### src/rtl/alu_serial_seq.sv
`default_nettype none
// ============================================================================
// Module      : alu_serial_seq
// Description : Bit-serial ALU sequencer. It captures two WIDTH-bit operands
//               and an op code, then walks an external combinational 1-bit
//               ALU slice from LSB to MSB, one bit per clock. It collects the
//               result bits and the ripple carry, and produces the
//               Zero/CarryOut/Overflow/Invalid status flags.
// Ports       : clk, reset (async, active-high)
//               start, ALUop_in[3:0], A, B     - request and operands
//               slice_a/b/cin/op -> slice      - drive to external 1-bit ALU
//               slice_result/cout <- slice     - slice response
//               busy, done                     - sequencing status
//               Result, Zero, CarryOut, Overflow, Invalid - held outcome
// Revision    : 1.0 - initial release
// ============================================================================
module alu_serial_seq #(
    parameter int WIDTH = 32
) (
    input  logic             clk,
    input  logic             reset,
    input  logic             start,
    input  logic [3:0]       ALUop_in,
    input  logic [WIDTH-1:0] A,
    input  logic [WIDTH-1:0] B,
    output logic             slice_a,
    output logic             slice_b,
    output logic             slice_cin,
    output logic [3:0]       slice_op,
    input  logic             slice_result,
    input  logic             slice_cout,
    output logic             busy,
    output logic             done,
    output logic [WIDTH-1:0] Result,
    output logic             Zero,
    output logic             CarryOut,
    output logic             Overflow,
    output logic             Invalid
);

    localparam int IDX_W = (WIDTH > 1) ? $clog2(WIDTH) : 1;
    localparam logic [IDX_W-1:0] c_IDX_LAST = IDX_W'(WIDTH - 1);

    localparam logic [3:0] c_OP_AND = 4'b0000;
    localparam logic [3:0] c_OP_OR  = 4'b0001;
    localparam logic [3:0] c_OP_ADD = 4'b0010;
    localparam logic [3:0] c_OP_SUB = 4'b0110;
    localparam logic [3:0] c_OP_NOR = 4'b1100;
    localparam logic [3:0] c_OP_SLT = 4'b0111;

    typedef enum logic [1:0] {
        S_IDLE   = 2'd0,
        S_RUN    = 2'd1,
        S_FINISH = 2'd2
    } state_t;

    state_t           state_q, state_d;
    logic [WIDTH-1:0] a_q, a_d;
    logic [WIDTH-1:0] b_q, b_d;
    logic [3:0]       op_q, op_d;
    logic [IDX_W-1:0] idx_q, idx_d;
    logic             carry_q, carry_d;
    logic [WIDTH-1:0] result_q, result_d;
    logic             zero_q, zero_d;
    logic             cout_q, cout_d;
    logic             ovf_q, ovf_d;
    logic             inv_q, inv_d;

    logic w_legal_in;
    logic w_is_arith;
    logic w_is_slt;
    logic w_ovf_msb;

    assign w_legal_in = (ALUop_in == c_OP_AND) || (ALUop_in == c_OP_OR)  ||
                        (ALUop_in == c_OP_ADD) || (ALUop_in == c_OP_SUB) ||
                        (ALUop_in == c_OP_NOR) || (ALUop_in == c_OP_SLT);
    assign w_is_arith = (op_q == c_OP_ADD) || (op_q == c_OP_SUB);
    assign w_is_slt   = (op_q == c_OP_SLT);

    // While the MSB is being processed, carry_q holds the carry into the MSB
    // and slice_cout is the final carry out, so overflow can be formed
    // without keeping a separate copy of the MSB carry-in.
    assign w_ovf_msb  = carry_q ^ slice_cout;

    // ------------------------------------------------------------------
    // State and datapath registers
    // ------------------------------------------------------------------
    always_ff @(posedge clk or posedge reset) begin
        if (reset) begin
            state_q  <= S_IDLE;
            a_q      <= '0;
            b_q      <= '0;
            op_q     <= '0;
            idx_q    <= '0;
            carry_q  <= 1'b0;
            result_q <= '0;
            zero_q   <= 1'b0;
            cout_q   <= 1'b0;
            ovf_q    <= 1'b0;
            inv_q    <= 1'b0;
        end else begin
            state_q  <= state_d;
            a_q      <= a_d;
            b_q      <= b_d;
            op_q     <= op_d;
            idx_q    <= idx_d;
            carry_q  <= carry_d;
            result_q <= result_d;
            zero_q   <= zero_d;
            cout_q   <= cout_d;
            ovf_q    <= ovf_d;
            inv_q    <= inv_d;
        end
    end

    // ------------------------------------------------------------------
    // Next-state and datapath update
    // ------------------------------------------------------------------
    always_comb begin
        state_d  = state_q;
        a_d      = a_q;
        b_d      = b_q;
        op_d     = op_q;
        idx_d    = idx_q;
        carry_d  = carry_q;
        result_d = result_q;
        zero_d   = zero_q;
        cout_d   = cout_q;
        ovf_d    = ovf_q;
        inv_d    = inv_q;

        case (state_q)
            S_IDLE: begin
                if (start) begin
                    a_d      = A;
                    b_d      = B;
                    op_d     = ALUop_in;
                    idx_d    = '0;
                    // Binvert doubles as the carry-in: it supplies the +1
                    // of the two's-complement subtraction.
                    carry_d  = ALUop_in[2];
                    result_d = '0;
                    zero_d   = 1'b0;
                    cout_d   = 1'b0;
                    ovf_d    = 1'b0;
                    inv_d    = 1'b0;
                    if (w_legal_in) begin
                        state_d = S_RUN;
                    end else begin
                        // Unsupported op: the all-zero result is already
                        // known, so Zero is set together with Invalid.
                        state_d = S_FINISH;
                        inv_d   = 1'b1;
                        zero_d  = 1'b1;
                    end
                end
            end

            S_RUN: begin
                result_d[idx_q] = slice_result;
                carry_d         = slice_cout;
                idx_d           = idx_q + IDX_W'(1);
                if (idx_q == c_IDX_LAST) begin
                    state_d = S_FINISH;
                    idx_d   = '0;
                    if (w_is_arith) begin
                        cout_d = slice_cout;
                        ovf_d  = w_ovf_msb;
                    end else if (w_is_slt) begin
                        // Signed less-than: sign of the difference,
                        // corrected when the subtraction overflowed.
                        result_d    = '0;
                        result_d[0] = slice_result ^ w_ovf_msb;
                    end
                    zero_d = ~|result_d;
                end
            end

            S_FINISH: begin
                state_d = S_IDLE;
            end

            default: begin
                state_d = S_IDLE;
            end
        endcase
    end

    // ------------------------------------------------------------------
    // Slice drive: quiet outside RUN
    // ------------------------------------------------------------------
    always_comb begin
        slice_a   = 1'b0;
        slice_b   = 1'b0;
        slice_cin = 1'b0;
        slice_op  = 4'b0000;
        if (state_q == S_RUN) begin
            slice_a   = a_q[idx_q];
            slice_b   = b_q[idx_q];
            slice_cin = carry_q;
            // SLT runs as a subtraction in the slice; the compare is
            // resolved once the MSB has been processed.
            slice_op  = w_is_slt ? c_OP_SUB : op_q;
        end
    end

    assign busy     = (state_q == S_RUN);
    assign done     = (state_q == S_FINISH);
    assign Result   = result_q;
    assign Zero     = zero_q;
    assign CarryOut = cout_q;
    assign Overflow = ovf_q;
    assign Invalid  = inv_q;

endmodule
`default_nettype wire
### config.mk
export PLATFORM = sky130hd
export DESIGN_NAME = alu_serial_seq
export DESIGN_NICKNAME = d
export VERILOG_FILES = /design/src/rtl/alu_serial_seq.sv
export SDC_FILE = /design/constraint.sdc
export NUM_CORES = 1
export LEC_CHECK = 0
export BUFFER_PORTS_ARGS = -buffer_cell sky130_fd_sc_hd__clkbuf_2
export CAP_MARGIN = 10
export CORE_MARGIN = 10
export CORE_UTILIZATION = 55
export CTS_BUF_LIST = sky130_fd_sc_hd__clkbuf_16
export DETAILED_ROUTE_END_ITERATION = 12
export HOLD_SLACK_MARGIN = 0.03
export PLACE_DENSITY_LB_ADDON = 0.15
export SLEW_MARGIN = 20
export SYNTH_ARGS = -nofsm -noshare
export SYNTH_HDL_FRONTEND = slang
export SYNTH_SLANG_ARGS = --single-unit
### constraint.sdc
create_clock -name clk -period 4.4 [get_ports clk]
set_input_delay 0.66 -clock clk [delete_from_list [all_inputs] [get_ports clk]]
set_output_delay 0.66 -clock clk [all_outputs]
set_load 0.01 [all_outputs]
* Word-level counts from Yosys, hierarchy flattened
Cells that the tools add are included.
Widths: inputs -> output; s select.
** Storage, ports and cells
- Register bits after elaboration :: 112
- Input bits :: 73
- Word-level logic and storage cells :: 86
- Output and inout port bits :: 45
** Operators by class
- Muxes and demuxes :: 39
- Order comparisons :: 2
- Bitwise logic cells :: 2
- Eq/ne operators :: 14
- Reductions and logical operators :: 17
- Add/subtract/negate cells :: 1
** Operators with widths (count)
- $mux 32 :: 6
- $pmux 32 s2 :: 1
- $bwmux 32 :: 1
- $reduce_or 32->1 :: 1
- $eq 4x3->1 const B :: 4
- $mux 1 :: 15
- $bmux 1 s5 :: 2
- $mux 5 :: 2
- $pmux 5 s2 :: 1
- $eq 4x2->1 const B :: 2
- $mux 4 :: 2
- $pmux 1 s2 :: 4
- $logic_or 1x1->1 :: 6
- $lt 5x6->1 const B :: 1
- $mux 2 :: 3
- $reduce_and 2->1 :: 3
- $add 5x1->5 const B :: 1
- $demux 1 s5 :: 1
- $eq 5x5->1 const B :: 1
- $ge 5x1->1 const B :: 1
- $eq 4x1->1 const B :: 1
- $eq 4x4->1 const B :: 1
- $logic_not 4->1 :: 1
- $ne 2x1->1 const B :: 2
- 11 further kinds :: 12

* Logic depth before layout (Yosys ltp)
Gate-level depths: netlist (run 1).
- Word-level depth :: 13
- Gate-level depth with buffers :: 12

* Worst setup path after synthesis (run 1)
Ideal clock, no wire load.
- Path type :: flip-flop to flip-flop
- From :: reg idx_q[0]
- To :: reg zero_q (netlist: Zero)
- Setup time :: 0.092 ns
- Stages on the path, launching flop included :: 12
- Required time :: 4.308 ns
- Path buffers :: 3
- Data arrival time :: 2.626 ns
- Slack :: 1.682 ns
- Clock period less this slack :: 2.718 ns
- Path through :: dfrtp_1 -> buf_2 -> buf_2 -> inv_1 -> ha_1 -> clkbuf_1 -> nor2_1 -> nor2_1 -> nor3_1 -> o22ai_1 -> or4_1 -> o31ai_2
** Between the ends
- Cells in the longest elaborated chain, start to end :: 13
- Elaborated cells on any way between the ends :: 17
- Those cells by class :: order compare: 2; eq/ne: 2; mux: 9; reduce/logical: 4
** Ends and longest elaborated chain
- start: declaration :: RTL line 61 : logic [IDX_W-1:0] idx_q, idx_d;
- start signal: assignment :: RTL line 106 : idx_q <= idx_d;
- $lt 5x6->1 (implied by the code) or $ge 5x1->1 (tied branches) :: RTL line 160 : result_d[idx_q] = slice_result;
- $logic_and 1x1->1 (implied by the code) :: RTL line 160
- $mux 1 (implied by the code) :: RTL line 160
- $demux 1 s5 :: RTL line 160
- $bwmux 32 :: RTL line 160
- $mux 32 :: RTL line 169 : end else if (w_is_slt) begin
- $mux 32 :: RTL line 166 : if (w_is_arith) begin
- $mux 32 :: RTL line 163 : if (idx_q == c_IDX_LAST) begin
- $mux 32 :: RTL line 132 : case (state_q)
- $reduce_or 32->1 :: RTL line 175 : zero_d = ~|result_d;
- $logic_not 1->1 :: RTL line 175
- $mux 1 :: RTL line 163
- $pmux 1 s2 :: RTL line 132
- end signal: assignment :: RTL line 109 : zero_q <= zero_d;
- end: declaration :: RTL line 64 : logic zero_q, zero_d;
Parallel ways exist; a longest one is shown, timed or not. The select of a mux whose other input is x is not followed.
A chain may end at the register's enable or synchronous reset.

* Worst setup path in the final report (run 1)
- From :: reg idx_q[4]
- To :: out slice_a
** Between the ends
- Cells in the longest elaborated chain, start to end :: 3
** Ends and longest elaborated chain
- $bmux 1 s5 :: RTL line 198 : slice_a = a_q[idx_q];
- $mux 1 (implied by the code) :: RTL line 198
- $mux 1 :: RTL line 197 : if (state_q == S_RUN) begin
- end: declaration :: RTL line 26 : output logic slice_a,
Every way passes these cells. The select of a mux whose other input is x is not followed.

==> results of run 1 <==
==> worst min-delay path: stages <==
cell,delay (ps)
clkbuf_2,100
inv_4,50
buf_4,490
==> layout make-up <==
cell class | count | share of cell area (%)
clock inverters | 7 | 0.532
clock buffers | 9 | 3.30
repair buffers | 127 | 9.69
inverters | 12 | 0.697
flip-flops and latches | 112 | 41.1
multi-input cells | 383 | 42.2
well taps | 136 | 2.49
==> Yosys cell counts, types with 2 or more instances <==
cell      instances  area, um^2
nand4_1           3        18.8
ha_1              7        87.6
clkbuf_1         23        86.3
nand2b_1         10        62.6
buf_4             2        15.0
a22o_1            3        26.3
and4b_1           2        20.0
and2_1            5        31.3
a311oi_1          2        17.5
nor4bb_1          2        20.0
o21ai_0          29         145
a21oi_1          35         175
a22oi_1           4        30.0
nand2_1          37         139
inv_1             8        30.0
o21bai_1          2        15.0
nand2_2           2        12.5
nand4b_1          2        17.5
nand3_1          10        50.1
xnor2_1           2        17.5
mux2_2           46         518
mux2_1           23         259
nand3b_1          2        15.0
nor3_1           13        65.1
nor3b_1           2        15.0
and3_1            3        18.8
buf_2            10        50.1
a31oi_1          10        62.6
a211oi_1          2        15.0
buf_1             2        7.51
inv_2             3        11.3
or3_1             7        43.8
dfrtp_1         112        2800
nor2b_1           6        37.5
o21ai_1          43         215
nor2_1           23        86.3
mux4_2           16         360
o22ai_1           4        25.0
mux2i_1           9        90.1
==> through the flow <==
| step | hold WS, ps | setup slack (ps) | cells | util [%] |
|---|---|---|---|---|
| after floorplan | 452 | 781 | 545 | - |
| after global placement | 463 | 1610 | 770 | 63.2 |
| after detailed placement | 474 | 1520 | 770 | 63.2 |
| after CTS | 491 | 1340 | 786 | 65.8 |
| after global routing | 513 | 1100 | 786 | 65.8 |
| final | 475 | 1300 | 786 | 65.8 |
==> registers in the layout (all words and copies together), names as in the netlist <==
register	cells
CarryOut	1
Invalid	1
Overflow	1
Result	32
Zero	1
a_q	32
b_q	32
carry_q	1
idx_q	5
op_q	4
state_q	2
==> logic make-up (layout without fill, tap and decap cells) <==
logic type               count (synthesis)  after routing
flip-flops                             112            112
multiplexers                            94             94
AO/OA/AOI/OAI                          143            143
AND/OR/NAND/NOR                        136            136
buffers and inverters                   50            155
XOR/XNOR                                 3              3
adder cells (fa/ha/maj)                  7              7
==> metal layers <==
layer,global-route usage [%],vias to the layer above,wire length (um)
met3,4.51,33,1170
met2,34.1,209,7710
met5,0,-,0
li1,-,2189,-
met4,8.59,0,371
met1,25.2,2295,6170
==> power groups by stage <==
stage,Combinational [mW],Clock (mW),Sequential [mW]
after CTS,1.76,0.762,1.65
final,1.76,0.749,1.65
after global placement,1.71,0,1.64
after floorplan,1.36,0,1.58
after detailed placement,1.75,0,1.67
after global routing,1.92,0.800,1.70
==> final timing paths <==
check,slack [ps],endpoint,depth (start not counted)
max,1300,slice_a,6
min,470,a_q[22]$_DFFE_PP0P_,3
max reg2reg,1410,Result[22]$_DFFE_PP0P_,9
min reg2reg,490,a_q[17]$_DFFE_PP0P_,1
max in group asynchronous,3320,a_q[4]$_DFFE_PP0P_,3
min in group clk,490,a_q[17]$_DFFE_PP0P_,1
==> impl_metrics.tcl, run 1 <==
set metrics [dict create \
    status "finished clean" \
    grt_pass1_wl_mm 24.7 \
    crit_family "flip-flops" \
    finalCritPeriodShare_pct 70.4 \
    cp.required_ps 3740 \
    diodes 0 \
    grt_pass1_vias 4925 \
    cts_tree "yes" \
    mostFrequentLayoutCell "clkbuf_2" \
    seq_area_frac_synth_pct 47.6 \
    cp_slowest_cell "dfrtp_1" \
    grt_max_degree 63 \
    io_buffers 117 \
    hold_viol 0 \
    overflow 0 \
    routed_wirelength_mm 15.4 \
    clock_skew_ps 3.20 \
    ant_nets 0 \
    worstPathMaxFanout 26 \
    max_stage_delay_ps 880 \
    multi_input_area_um2 2880 \
    die_w_um 123 \
    path_class "reg2out" \
    crit_chain "inv_2 > mux2i_1 > o21ai_1 > a311oi_1 > a211oi_1 > clkbuf_2" \
    die_y_um 123 \
    clockRootBuffer "clkbuf_16" \
    synth_compound_area_share_pct 13.8 \
    critPathCaptureType "primary output" \
    syn_inst 545 \
    wl_per_cell_um 19.6 \
    fin_setup_tns_ps 0 \
    clock_path_buffers 2 \
    ctsResizeCount 0 \
    synth_edf_count 0 \
    grt_use_total_pct 20.4 \
    crit_start "idx_q[4]$_DFFE_PP0P_" \
    p_leak_nw 3.10 \
    dieArea_um2 15200 \
    detail_route.iter0.violations 429 \
    hold_class "in2async" \
    synthXorXnorAreaFrac_pct 0.446 \
    route.detailed.drc 0 \
    synthFlopType "dfrtp_1" \
    layout_common_cells "clkbuf_2 (117), dfrtp_1 (112), mux2_2 (46), o21ai_1 (43), nand2_1 (37)" \
    dr.pass1.iters 5 \
    cp-start-kind "flop" \
    swShare_pct 36.8 \
    vias 4726 \
    setup_viol 0 \
    ys_ff_latch 112 \
    clk_latency_ps 350 \
    clkTransAtPathRegs_ps 70 \
    avgSynthCellArea_um2 10.8 \
    cts_max_level 3 \
    p_int_mw 2.63 \
    ios 118 \
    worst_pin_slew_ps 1090 \
    rows 37 \
    grt_setup_unrepaired "false" \
    ys_types 58 \
    antenna_found_initial 0 \
    initial_core_util_pct 56.8 \
    synth_area_um2 5890 \
    post_cts_buffers 0 \
    clkSinkCount 112 \
    synth_top_family_by_area "multiplexers" \
    min_period_ps 3100 \
    path_buf_inv 2 \
    postCtsHoldBufs 0 \
    crit-reg2reg-launch "idx_q[0]$_DFFE_PP0P_" \
    powerDensity_nw_per_um2 609 \
    core_area_um2 10400 \
    seqPwrFrac_pct 39.7 \
    ir_drop_mv 0.315 \
    max_freq_mhz 323 \
    synthMuxAreaShare_pct 20.9 \
    nFillCells 841 \
    cap_viol_max_count 0 \
    pwr-share-comb_pct 42.3 \
    clkPwrFrac_pct 18.0 \
    synthAdderAreaFrac_pct 1.49 \
    placed_area_um2 6560 \
    fin_area_um2 6820 \
    gp_congestion 0.959 \
    async_flop_share_pct 100 \
    seq_area_um2 2800 \
    synthToLayoutAreaGrowth_pct 15.9 \
    worstPathArrival_ps 2440 \
    drive_gt1_share_pct 32.9 \
    yosys_warnings 0 \
    viasPerCell 6.01 \
    final_max_slew_viol_count 0 \
    max_slew_margin_pct 27.3 \
    p_switching_mw 1.53 \
    cts-buffers-inserted 9 \
    syn-num-nets 625 \
    synth-simple-area-share_pct 12.1 \
    dp_hpwl_mm 11.3 \
    layout.nets 725 \
    power_mw 4.16 \
]
Power figures use the tool's default switching activity.
==> run 2, diff against run 1 <==
- clock period: 4.4 -> 3.1 ns (I/O delays scaled with it)
==> run 2 against run 1 <==
Compared with the run above: sequential share of layout area decreased by 0.72 points; sequential cell count unchanged; highest routed layer unchanged; clock skew increased by 2.9 ps.
==> impl_metrics.tcl, run 2 (synthesis results as in run 1) <==
set metrics [dict create \
    globalRouteMet2Util_pct 36.2 \
    gp_congestion 0.924 \
    fin_setup_tns_ps 0 \
    cp_slowest_cell "mux4_2" \
    drive_gt1_share_pct 33.9 \
    cp-start-kind "flop" \
    grt_max_degree 87 \
    vias 4786 \
    finalCritPeriodShare_pct 92.4 \
    die_w_um 123 \
    crit_chain "buf_4 > mux4_2 > mux2i_1 > o21ai_1 > a311oi_1 > a211oi_1 > clkbuf_2" \
    clkTransAtPathRegs_ps 70 \
    grt_pass1_wl_mm 25.9 \
    critPathCaptureType "primary output" \
    worstPathMaxFanout 14 \
    grt_setup_unrepaired "false" \
    final_cells 790 \
    worstPathArrival_ps 2400 \
    die_y_um 123 \
    cap_viol_max_count 0 \
    ir_drop_mv 0.436 \
    met3_usage_pct 4.79 \
    placed_cells 774 \
    synthToLayoutAreaGrowth_pct 17.9 \
    mostFrequentLayoutCell "clkbuf_2" \
    wl_per_cell_um 20.5 \
    postCtsHoldBufs 0 \
    io_buffers 117 \
    routed_wirelength_mm 16.2 \
    max_slew_margin_pct 39.8 \
    clock_skew_ps 6.08 \
    diodes 0 \
    dieArea_um2 15200 \
    max_freq_mhz 349 \
    grt.met1_usage_pct 26.8 \
    setup_viol 0 \
    cts_tree "yes" \
    ant_nets 0 \
    post_cts_buffers 0 \
    min_period_ps 2860 \
    clkSinkCount 112 \
    dr.pass1.iters 6 \
    power_mw 6.12 \
    path_class "reg2out" \
    grt_use_total_pct 21.4 \
    hold_viol 0 \
    max_stage_delay_ps 540 \
    layout.nets 729 \
    ctsResizeCount 0 \
    ios 118 \
    antenna_found_initial 0 \
    grt_pass1_vias 5103 \
    status "finished clean" \
    layout_common_cells "clkbuf_2 (117), dfrtp_1 (112), mux2_2 (46), o21ai_1 (43), nand2_1 (37)" \
    worst_pin_slew_ps 902 \
    final_max_slew_viol_count 0 \
    dp_hpwl_mm 11.8 \
    clock_path_buffers 2 \
    clockRootBuffer "clkbuf_16" \
    top_usage_layer "met2" \
    fin_area_um2 6940 \
    cp.required_ps 2630 \
    p_leak_nw 3.16 \
    overflow 0 \
    viasPerCell 6.06 \
    initial_core_util_pct 56.8 \
    powerDensity_nw_per_um2 881 \
    cts-buffers-inserted 9 \
    placed_area_um2 6630 \
    cts_max_level 3 \
    clk_latency_ps 350 \
    core_area_um2 10400 \
    hold_class "in2async" \
    detail_route.iter0.violations 459 \
    path_buf_inv 2 \
    rows 37 \
    route.detailed.drc 0 \
    crit_family "multiplexers" \
]
[run 2: cell types whose count changed in the layout (fill, tap and decap cells not counted), sizes merged]
| cell | before | now |
|---|---|---|
| buf | 10 | 14 |
| bufinv | 0 | 1 |
| clkinv | 6 | 5 |
[run 2: where the power goes]
group | leakage, nW | total (mW) | internal [mW] | switching, mW
sequential | 1.40 | 2.38 | 1.99 | 0.384
combinational | 1.60 | 2.52 | 1.22 | 1.30
clock | 0.155 | 1.22 | 0.645 | 0.573
total | 3.16 | 6.12 | 3.86 | 2.25
[run 2: metal layers]
layer,share of wire [%],vias up
met2,50,195
met4,1.5,0
met5,0,-
met1,41,2361
li1,-,2206
met3,7.7,24
[run 2: worst reg2reg max path, stage by stage, from the launching register on]
cell and delay [ps]:
dfrtp_1 460, inv_1 160, ha_1 430, and2b_1 260, nand2_2 80, a221oi_2 270, o21ai_1 110, or4_1 550
o31ai_2 200
[run 2: final cells by class]
class | instances | area (um^2)
clock buffer | 9 | 225
clock inverter | 7 | 88.8
inverter | 12 | 48.8
multi-input combinational | 383 | 2880
timing repair buffer | 131 | 728
sequential | 112 | 2800
tap | 136 | 170
fill | 861 | 3430
[run 2: stage by stage]
stage	setup slack (ps)	hold WS, ps	util [%]
after global routing	79.8	230	66.9
after global placement	640	464	63.9
final	236	186	66.9
after detailed placement	552	474	63.9
after CTS	220	197	66.9
after floorplan	382	452	-
[run 2: final timing paths]
check | from | end | slack (ps) | cells past startpoint
worst max-delay path | idx_q[0]$_DFFE_PP0P_ | slice_a | 240 | 7
worst min-delay path | reset | Result[8]$_DFFE_PP0P_ | 190 | 2
worst max register to register | idx_q[1]$_DFFE_PP0P_ | Zero$_DFFE_PP0P_ | 490 | 8
worst min register to register | a_q[25]$_DFFE_PP0P_ | a_q[25]$_DFFE_PP0P_ | 490 | 1
max in group asynchronous | reset | Result[27]$_DFFE_PP0P_ | 2050 | 3
min in group clk | A[12] | a_q[12]$_DFFE_PP0P_ | 320 | 2
==> run 3, diff against run 2 <==
- CORE_UTILIZATION: 55 -> 51
==> run 3 against run 2 <==
Compared with the run above: sequential power fell by 2%; hold slack improved by 100 ps; critical path type unchanged; clock power fell by 4%; critical path depth did not move; non-clock buffer count rose by 2; die area rose by 6.6%; clock-buffer cell count did not move; via count fell by 0.96%; total power fell by 0.58%; worst setup slack improved by 14 ps; clock skew barely moved; largest cell class unchanged.
==> impl_metrics.tcl, run 3 (synthesis results as in run 1) <==
set metrics [dict create \
    status "finished clean" \
    layout.nets 731 \
    worstPathMaxFanout 15 \
    p_leak_nw 3.16 \
    gp_congestion 0.860 \
    diodes 0 \
    grt_use_total_pct 20.0 \
    seq_area_um2 2800 \
    initial_core_util_pct 51.8 \
    route.detailed.drc 0 \
    post_cts_buffers 0 \
    cts-buffers-inserted 9 \
    mostFrequentLayoutCell "clkbuf_2" \
    clk_latency_ps 360 \
    grt_max_degree 71 \
    path_class "reg2out" \
    routed_wirelength_mm 16.1 \
    grt_setup_unrepaired "false" \
    die_w_um 127 \
    finalCritPeriodShare_pct 91.9 \
    nFillCells 968 \
    grt_pass1_vias 5074 \
    clock_path_buffers 2 \
    wl_per_cell_um 20.2 \
    worst_pin_slew_ps 938 \
    clock_skew_ps 6.09 \
    powerDensity_nw_per_um2 875 \
    layout_common_cells "clkbuf_2 (117), dfrtp_1 (112), mux2_2 (46), o21ai_1 (43), nand2_1 (37)" \
    critPathCaptureType "primary output" \
    worstPathArrival_ps 2380 \
    setup_viol 0 \
    viasPerCell 5.94 \
    grt_pass1_wl_mm 26.7 \
    hold_slack_ps 291 \
    drive_gt1_share_pct 33.9 \
    cts_max_level 3 \
    dp_hpwl_mm 11.9 \
    overflow 0 \
    min_period_ps 2850 \
    antenna_found_initial 0 \
    cp.required_ps 2630 \
    dr.pass1.iters 6 \
    synthToLayoutAreaGrowth_pct 18.0 \
    max_slew_margin_pct 37.3 \
    crit_chain "buf_4 > mux4_2 > mux2i_1 > o21ai_1 > a311oi_1 > a211oi_1 > clkbuf_2" \
    vias 4740 \
    cp-start-kind "flop" \
    rrSetupSlack_ps 420 \
    dieArea_um2 16200 \
    max_freq_mhz 351 \
    detail_route.iter0.violations 352 \
    cts_tree "yes" \
    clockRootBuffer "clkbuf_16" \
    ir_drop_mv 0.468 \
    cap_viol_max_count 0 \
    postCtsHoldBufs 0 \
    rows 39 \
    cp_slowest_cell "mux4_2" \
    core_area_um2 11400 \
    crit-reg2reg-launch "idx_q[1]$_DFFE_PP0P_" \
    clkSinkCount 112 \
    fin_setup_tns_ps 0 \
    clkTransAtPathRegs_ps 80 \
    ctsResizeCount 0 \
    max_stage_delay_ps 560 \
    ant_nets 0 \
    crit_end "slice_a" \
    die_y_um 127 \
    r2r_end "Zero$_DFFE_PP0P_" \
    multi_input_area_um2 2880 \
    final_max_slew_viol_count 0 \
    hold_class "in2async" \
    ios 118 \
    worst_r2r_path_depth 9 \
    hold_viol 0 \
    io_buffers 117 \
    crit_start "idx_q[0]$_DFFE_PP0P_" \
]
-- run 3: cell types whose count changed in the layout (fill, tap and decap cells not counted), sizes merged --
cell	delta
inv	-1
buf	+2
-- run 3: worst max-delay path, delay by kind of cell (launching register included) --
family / cells / cell delay (ps)
buf+inv: 2 / 460
mux: 2 / 740
compound gates: 3 / 460
flops: 1 / 370
-- run 3: metal layers --
layer	vias to the layer above	part of all wire, %	track usage (%)
met2	162	48	32.3
met3	34	5.6	4.14
met5	-	0	0
met1	2344	43	25.5
met4	0	3.0	8.84
li1	2200	-	-
-- run 3: final cells by class --
class / instances / share of cell area (%)
Multi-Input combinational cell: 383 / 41.4
Clock buffer: 9 / 3.24
Timing Repair Buffer: 133 / 10.7
Tap cell: 143 / 2.58
Inverter: 12 / 0.703
Sequential cell: 112 / 40.4
Clock inverter: 6 / 0.991
-- run 3: power by group --
part           total (mW)  internal [mW]  switching, mW
clock                1.17          0.627          0.544
sequential           2.33           1.99          0.341
combinational        2.57           1.24           1.34
total                6.08           3.86           2.22
-- run 3: worst min path at each step --
stage	to	from	slack, ps
global route	b_q[4]$_DFFE_PP0P_	B[4]	330
detailed placement	a_q[21]$_DFFE_PP0P_	a_q[21]$_DFFE_PP0P_	470
global placement	a_q[25]$_DFFE_PP0P_	a_q[25]$_DFFE_PP0P_	460
floorplan	b_q[29]$_DFFE_PP0P_	b_q[29]$_DFFE_PP0P_	450
CTS	Result[25]$_DFFE_PP0P_	reset	310
finish	Result[25]$_DFFE_PP0P_	reset	290
-- run 3: metrics by stage --
stage,cells,utilization (%),cell area [um^2],worst slack [ps],total power [mW]
after global placement,783,58.5,6650,568,4.85
after CTS,798,61.1,6950,217,6.13
after detailed placement,783,58.5,6650,444,4.94
final,798,61.1,6950,251,6.08
after global routing,798,61.1,6950,38.1,6.50
after floorplan,545,-,5890,382,4.17
